==> src/rtl/dsr_pkg.sv <==
// Shared constants and helpers for the dynamic shift register family.
package dsr_pkg;

    localparam int unsigned DSR_MAX_DEPTH = 1024;

    // Ceiling log2 with a floor of 1, so that a 2-deep line still gets a 1-bit select.
    function automatic int unsigned clog2(input int unsigned value);
        int unsigned result;
        result = 1;
        for (int unsigned i = 1; i < 32; i++) begin
            if ((64'd1 << i) < 64'(value)) begin
                result = i + 1;
            end
        end
        return result;
    endfunction

endpackage

==> src/rtl/dsr_fill_ctr.sv <==
// Fill counter: how many samples have been written since the last reset or clear.
module dsr_fill_ctr #(
    parameter int unsigned DEPTH = 32,
    parameter int unsigned FILLW = 6
) (
    input  logic             CLK,
    input  logic             RSTN,
    input  logic             CE,
    input  logic             CLR,
    output logic [FILLW-1:0] FILL
);

    localparam logic [FILLW-1:0] FULL = FILLW'(DEPTH);

    // A clear coinciding with a shift still counts the sample entering this cycle.
    always_ff @(posedge CLK or negedge RSTN) begin
        if (!RSTN) begin
            FILL <= '0;
        end else if (CLR) begin
            FILL <= CE ? FILLW'(1) : '0;
        end else if (CE && (FILL != FULL)) begin
            FILL <= FILL + 1'b1;
        end
    end

endmodule

==> src/rtl/dynamic_shift_register_multi.sv <==
// Variable-tap delay line with fill tracking, select range check and optional output register.
module dynamic_shift_register_multi
    import dsr_pkg::*;
#(
    parameter int unsigned WIDTH    = 8,
    parameter int unsigned DEPTH    = 32,
    parameter int unsigned SELWIDTH = 5,
    parameter int unsigned OUTREG   = 0
) (
    input  logic                CLK,
    input  logic                RSTN,
    input  logic                CE,
    input  logic                CLR,
    input  logic [SELWIDTH-1:0] SEL,
    input  logic [WIDTH-1:0]    SI,
    output logic [WIDTH-1:0]    DO,
    output logic                DO_VALID,
    output logic                SEL_ERR,
    output logic [SELWIDTH:0]   FILL
);

    localparam int unsigned FILLW = SELWIDTH + 1;

    if ((SELWIDTH != clog2(DEPTH)) || (DEPTH < 2) || (DEPTH > DSR_MAX_DEPTH)) begin : g_bad_param
        $error("dynamic_shift_register_multi: need 2<=DEPTH<=1024 and SELWIDTH==clog2(DEPTH)");
    end

    logic [WIDTH-1:0] data [DEPTH];
    logic [WIDTH-1:0] tap_data;
    logic             tap_valid;
    logic             tap_err;

    // No reset on the array so it can map onto shift-register primitives.
    always_ff @(posedge CLK) begin
        if (CE) begin
            data[0] <= SI;
            for (int unsigned i = 1; i < DEPTH; i++) begin
                data[i] <= data[i-1];
            end
        end
    end

    dsr_fill_ctr #(
        .DEPTH (DEPTH),
        .FILLW (FILLW)
    ) u_fill_ctr (
        .CLK  (CLK),
        .RSTN (RSTN),
        .CE   (CE),
        .CLR  (CLR),
        .FILL (FILL)
    );

    always_comb begin
        tap_err   = (32'(SEL) >= DEPTH);
        tap_valid = !tap_err && (FILLW'(SEL) < FILL);
        tap_data  = tap_valid ? data[SEL] : '0;
    end

    if (OUTREG != 0) begin : g_outreg
        always_ff @(posedge CLK or negedge RSTN) begin
            if (!RSTN) begin
                DO       <= '0;
                DO_VALID <= 1'b0;
                SEL_ERR  <= 1'b0;
            end else begin
                DO       <= tap_data;
                DO_VALID <= tap_valid;
                SEL_ERR  <= tap_err;
            end
        end
    end else begin : g_comb
        assign DO       = tap_data;
        assign DO_VALID = tap_valid;
        assign SEL_ERR  = tap_err;
    end

endmodule
==> config.mk <==
export PLATFORM = sky130hd
export DESIGN_NAME = dynamic_shift_register_multi
export DESIGN_NICKNAME = d
export VERILOG_FILES = /design/src/rtl/dsr_pkg.sv /design/src/rtl/dsr_fill_ctr.sv /design/src/rtl/dynamic_shift_register_multi.sv
export SDC_FILE = /design/constraint.sdc
export NUM_CORES = 1
export LEC_CHECK = 0
export ABC_AREA = 1
export BUFFER_PORTS_ARGS = -buffer_cell sky130_fd_sc_hd__buf_2
export CAP_MARGIN = 20
export CORE_ASPECT_RATIO = 0.5
export CORE_MARGIN = 5
export CORE_UTILIZATION = 60
export DETAILED_ROUTE_END_ITERATION = 16
export HOLD_SLACK_MARGIN = 0.15
export PLACE_DENSITY = 0.77
export SLEW_MARGIN = 10
export SYNTH_ARGS = -nofsm -noshare
export SYNTH_HDL_FRONTEND = slang
export SYNTH_SLANG_ARGS = --single-unit
==> constraint.sdc <==
create_clock -name CLK -period 3 [get_ports CLK]
set_clock_uncertainty 0.2 [all_clocks]
set_input_delay 0 -clock CLK [delete_from_list [all_inputs] [get_ports CLK]]
set_output_delay 0 -clock CLK [all_outputs]
set_load 0.01 [all_outputs]
==> out/qor.csv <==
metric,value,unit
final-setup-viol-count,0,
grt.total_usage,21.3,%
ctsResizeCount,0,
internal_power,6.02,mW
num-fill-cells,1223,
core,17400,um2
combPwrFrac,7.1,%
layout_min_cycle_time,2590,ps
grt_start_max_net_pins,106,
slew_violations,0,
wl_per_cell,18.2,um
die_h,104,um
clockPowerShare,36.5,%
swShare,22.3,%
fin_setup_tns,0,ps
postCtsSetupBuffers,0,
yosysSeqAreaShare,73.2,%
synth_edf_count,256,
clk_latency,500,ps
yosysMostFrequentCell,nand2_1,
drcViolationCount,0,
placed_cell_area,11000,um2
clkTransAtPathRegs,70,ps
syn_nets,927,
grt_pass1_vias,6830,
netlist_top_cells_count,"nand2_1 (287), edfxtp_1 (256), nand3_1 (234)",
yosysTopAreaCell,edfxtp_1,
ys_top_cells_by_area,"edfxtp_1 (72%), nand3_1 (11%), nand2_1 (10%), dfrtp_1 (1.4%), buf_2 (1.2%)",
rsz0062_at_grt,no,
worst_ep_required_time,3240,ps
hp-class,in2reg,
pin_count,33,
ys_warn_count,0,
fin_area,12000,um2
fmax,387,MHz
maxSlewHeadroom,38.8,%
p_switching,1.72,mW
ys_async_sr_fraction,2.29,%
clock_path_buffers,3,
vias,7030,
gp_congestion,0.787,
grt_pass1_wl,35700,um
powerDensity,647,nW/um2
worstPathArrival,2830,ps
die_w,199,um
critPathCaptureType,register,
cts_sinks,262,
fp.dieArea,20800,um2
ys_types,20,
ir_drop,0.420,mV
start_util,61.4,%
overflow,0,
cts_max_level,1,
final-hold-violation-count,0,
cp_max_fo,78,
syn_inst,904,
yosysTopAreaCellShare,71.8,%
hold-path-cell-count,5,
nNetsFinal,966,
synthFlopType,edfxtp_1,
antenna_found_initial,0,
seqPwrFrac,56.3,%
firstDrtPassIters,6,
rr_worst_depth,8,
cts_root_buffer,clkbuf_16,
dr.first_iter.drc_count,850,
cap_violations,0,
leakagePower,4.61,nW
final_util,68.6,%
cts_made_buffers,22,
dp_hpwl,11800,um
insertedDiodeCount,0,
cts_tree,built,
netlist_area,10700,um2
wl,21700,um
layout-drive-gt1-share,8.13,%
start_kind,input pin,
core.rowCount,34,
ant_nets,0,
avgSynthCellArea,11.8,um2
ys_ff_latch,262,
status,"complete, no violations",
worst_slew_pin_slew,917,ps
area_delta_synth_final,11.8,%
port_buffers,31,
viasPerCell,5.89,
path_class,in2reg,
min_period_over_period,86.2,%
## cell families after synthesis
logic type      Yosys count  share of synthesized area (%)
fa+ha+maj                 6                          0.701
buf+inv                  85                           3.73
other cells               1                         0.0350
simple gates            534                           21.6
flops                   262                           73.2
compound gates           16                          0.794
## worst max-delay path, stage by stage
cell           delay [ps]
dlygate4sd3_1         570
buf_8                 450
buf_4                 440
nand2_1                70
dlygate4sd3_1         580
o211ai_1              110
dlygate4sd3_1         570
## power by group through the flow
| stage | Clock (mW) | Sequential, mW | Combinational (mW) |
|---|---|---|---|
| after floorplan | 0 | 4.40 | 0.325 |
| after global placement | 0 | 4.42 | 0.503 |
| after detailed placement | 0 | 4.44 | 0.519 |
| after CTS | 2.86 | 4.36 | 0.548 |
| after global routing | 3.03 | 4.38 | 0.616 |
| final | 2.83 | 4.36 | 0.551 |
## routing by layer
metal,up-vias,global-route usage (%),share of wire (%)
met5,-,0,0
met4,0,5.80,2.4
met3,41,4.72,8.4
met2,315,33.0,46
met1,3419,30.8,43
li1,3255,-,-
## state kept, by name (all words and copies together) (netlist names)
name / cells
data: 256
u_fill_ctr.FILL: 6
## final cells by class
| cell class | count | area (um2) | area share, % |
|---|---|---|---|
| clock buffer | 28 | 594 | 4.97 |
| tap | 234 | 293 | 2.45 |
| timing repair buffer | 68 | 541 | 4.52 |
| sequential | 262 | 7840 | 65.5 |
| clock inverter | 12 | 109 | 0.910 |
| inverter | 32 | 121 | 1.01 |
| multi-input combinational | 557 | 2470 | 20.7 |
## placed cells by master, fill, tap and decap left out, drive strengths merged, types with 5 or more instances in the layout
cell | netlist | final
edfxtp | 256 | 256
buf | 45 | 45
ha | 6 | 6
dfrtp | 6 | 6
a21oi | 9 | 9
o21ai | 5 | 5
dlygate4sd3 | 0 | 23
nand3 | 235 | 235
nand2 | 287 | 287
inv | 32 | 31
clkinv | 0 | 9
clkbuf | 8 | 28
nor2 | 9 | 9
## per-stage QoR
| stage | total power, mW | std cells | hold WS, ps | setup WS (ps) |
|---|---|---|---|---|
| 2_1_floorplan | 4.73 | 904 | -496 | 1390 |
| 3_3_place_gp | 4.93 | 1130 | -372 | 891 |
| 3_5_place_dp | 4.95 | 1130 | -368 | 863 |
| 4_1_cts | 7.77 | 1193 | 168 | 421 |
| 5_1_grt | 8.03 | 1193 | 221 | 238 |
| 6_report | 7.74 | 1193 | 194 | 414 |
## what timing repair did
item                                    4_1_cts  5_1_grt
hold endpoints to repair                    203        0
endpoints found under the setup margin        0        0
hold buffers                                 23        0
## path summary, 6_finish.rpt
path | from | end | slack (ps)
setup / recovery | CE | u_fill_ctr.FILL[0] | 410
hold / removal | CLR | u_fill_ctr.FILL[4] | 190
setup reg to reg | u_fill_ctr.FILL[0] | u_fill_ctr.FILL[0] | 810
hold reg to reg | data[18][3] | data[19][3] | 250
max in group asynchronous | RSTN | u_fill_ctr.FILL[5] | 2160
min in group asynchronous | RSTN | u_fill_ctr.FILL[1] | 220
Note: power is estimated with default switching activity, not from simulation.
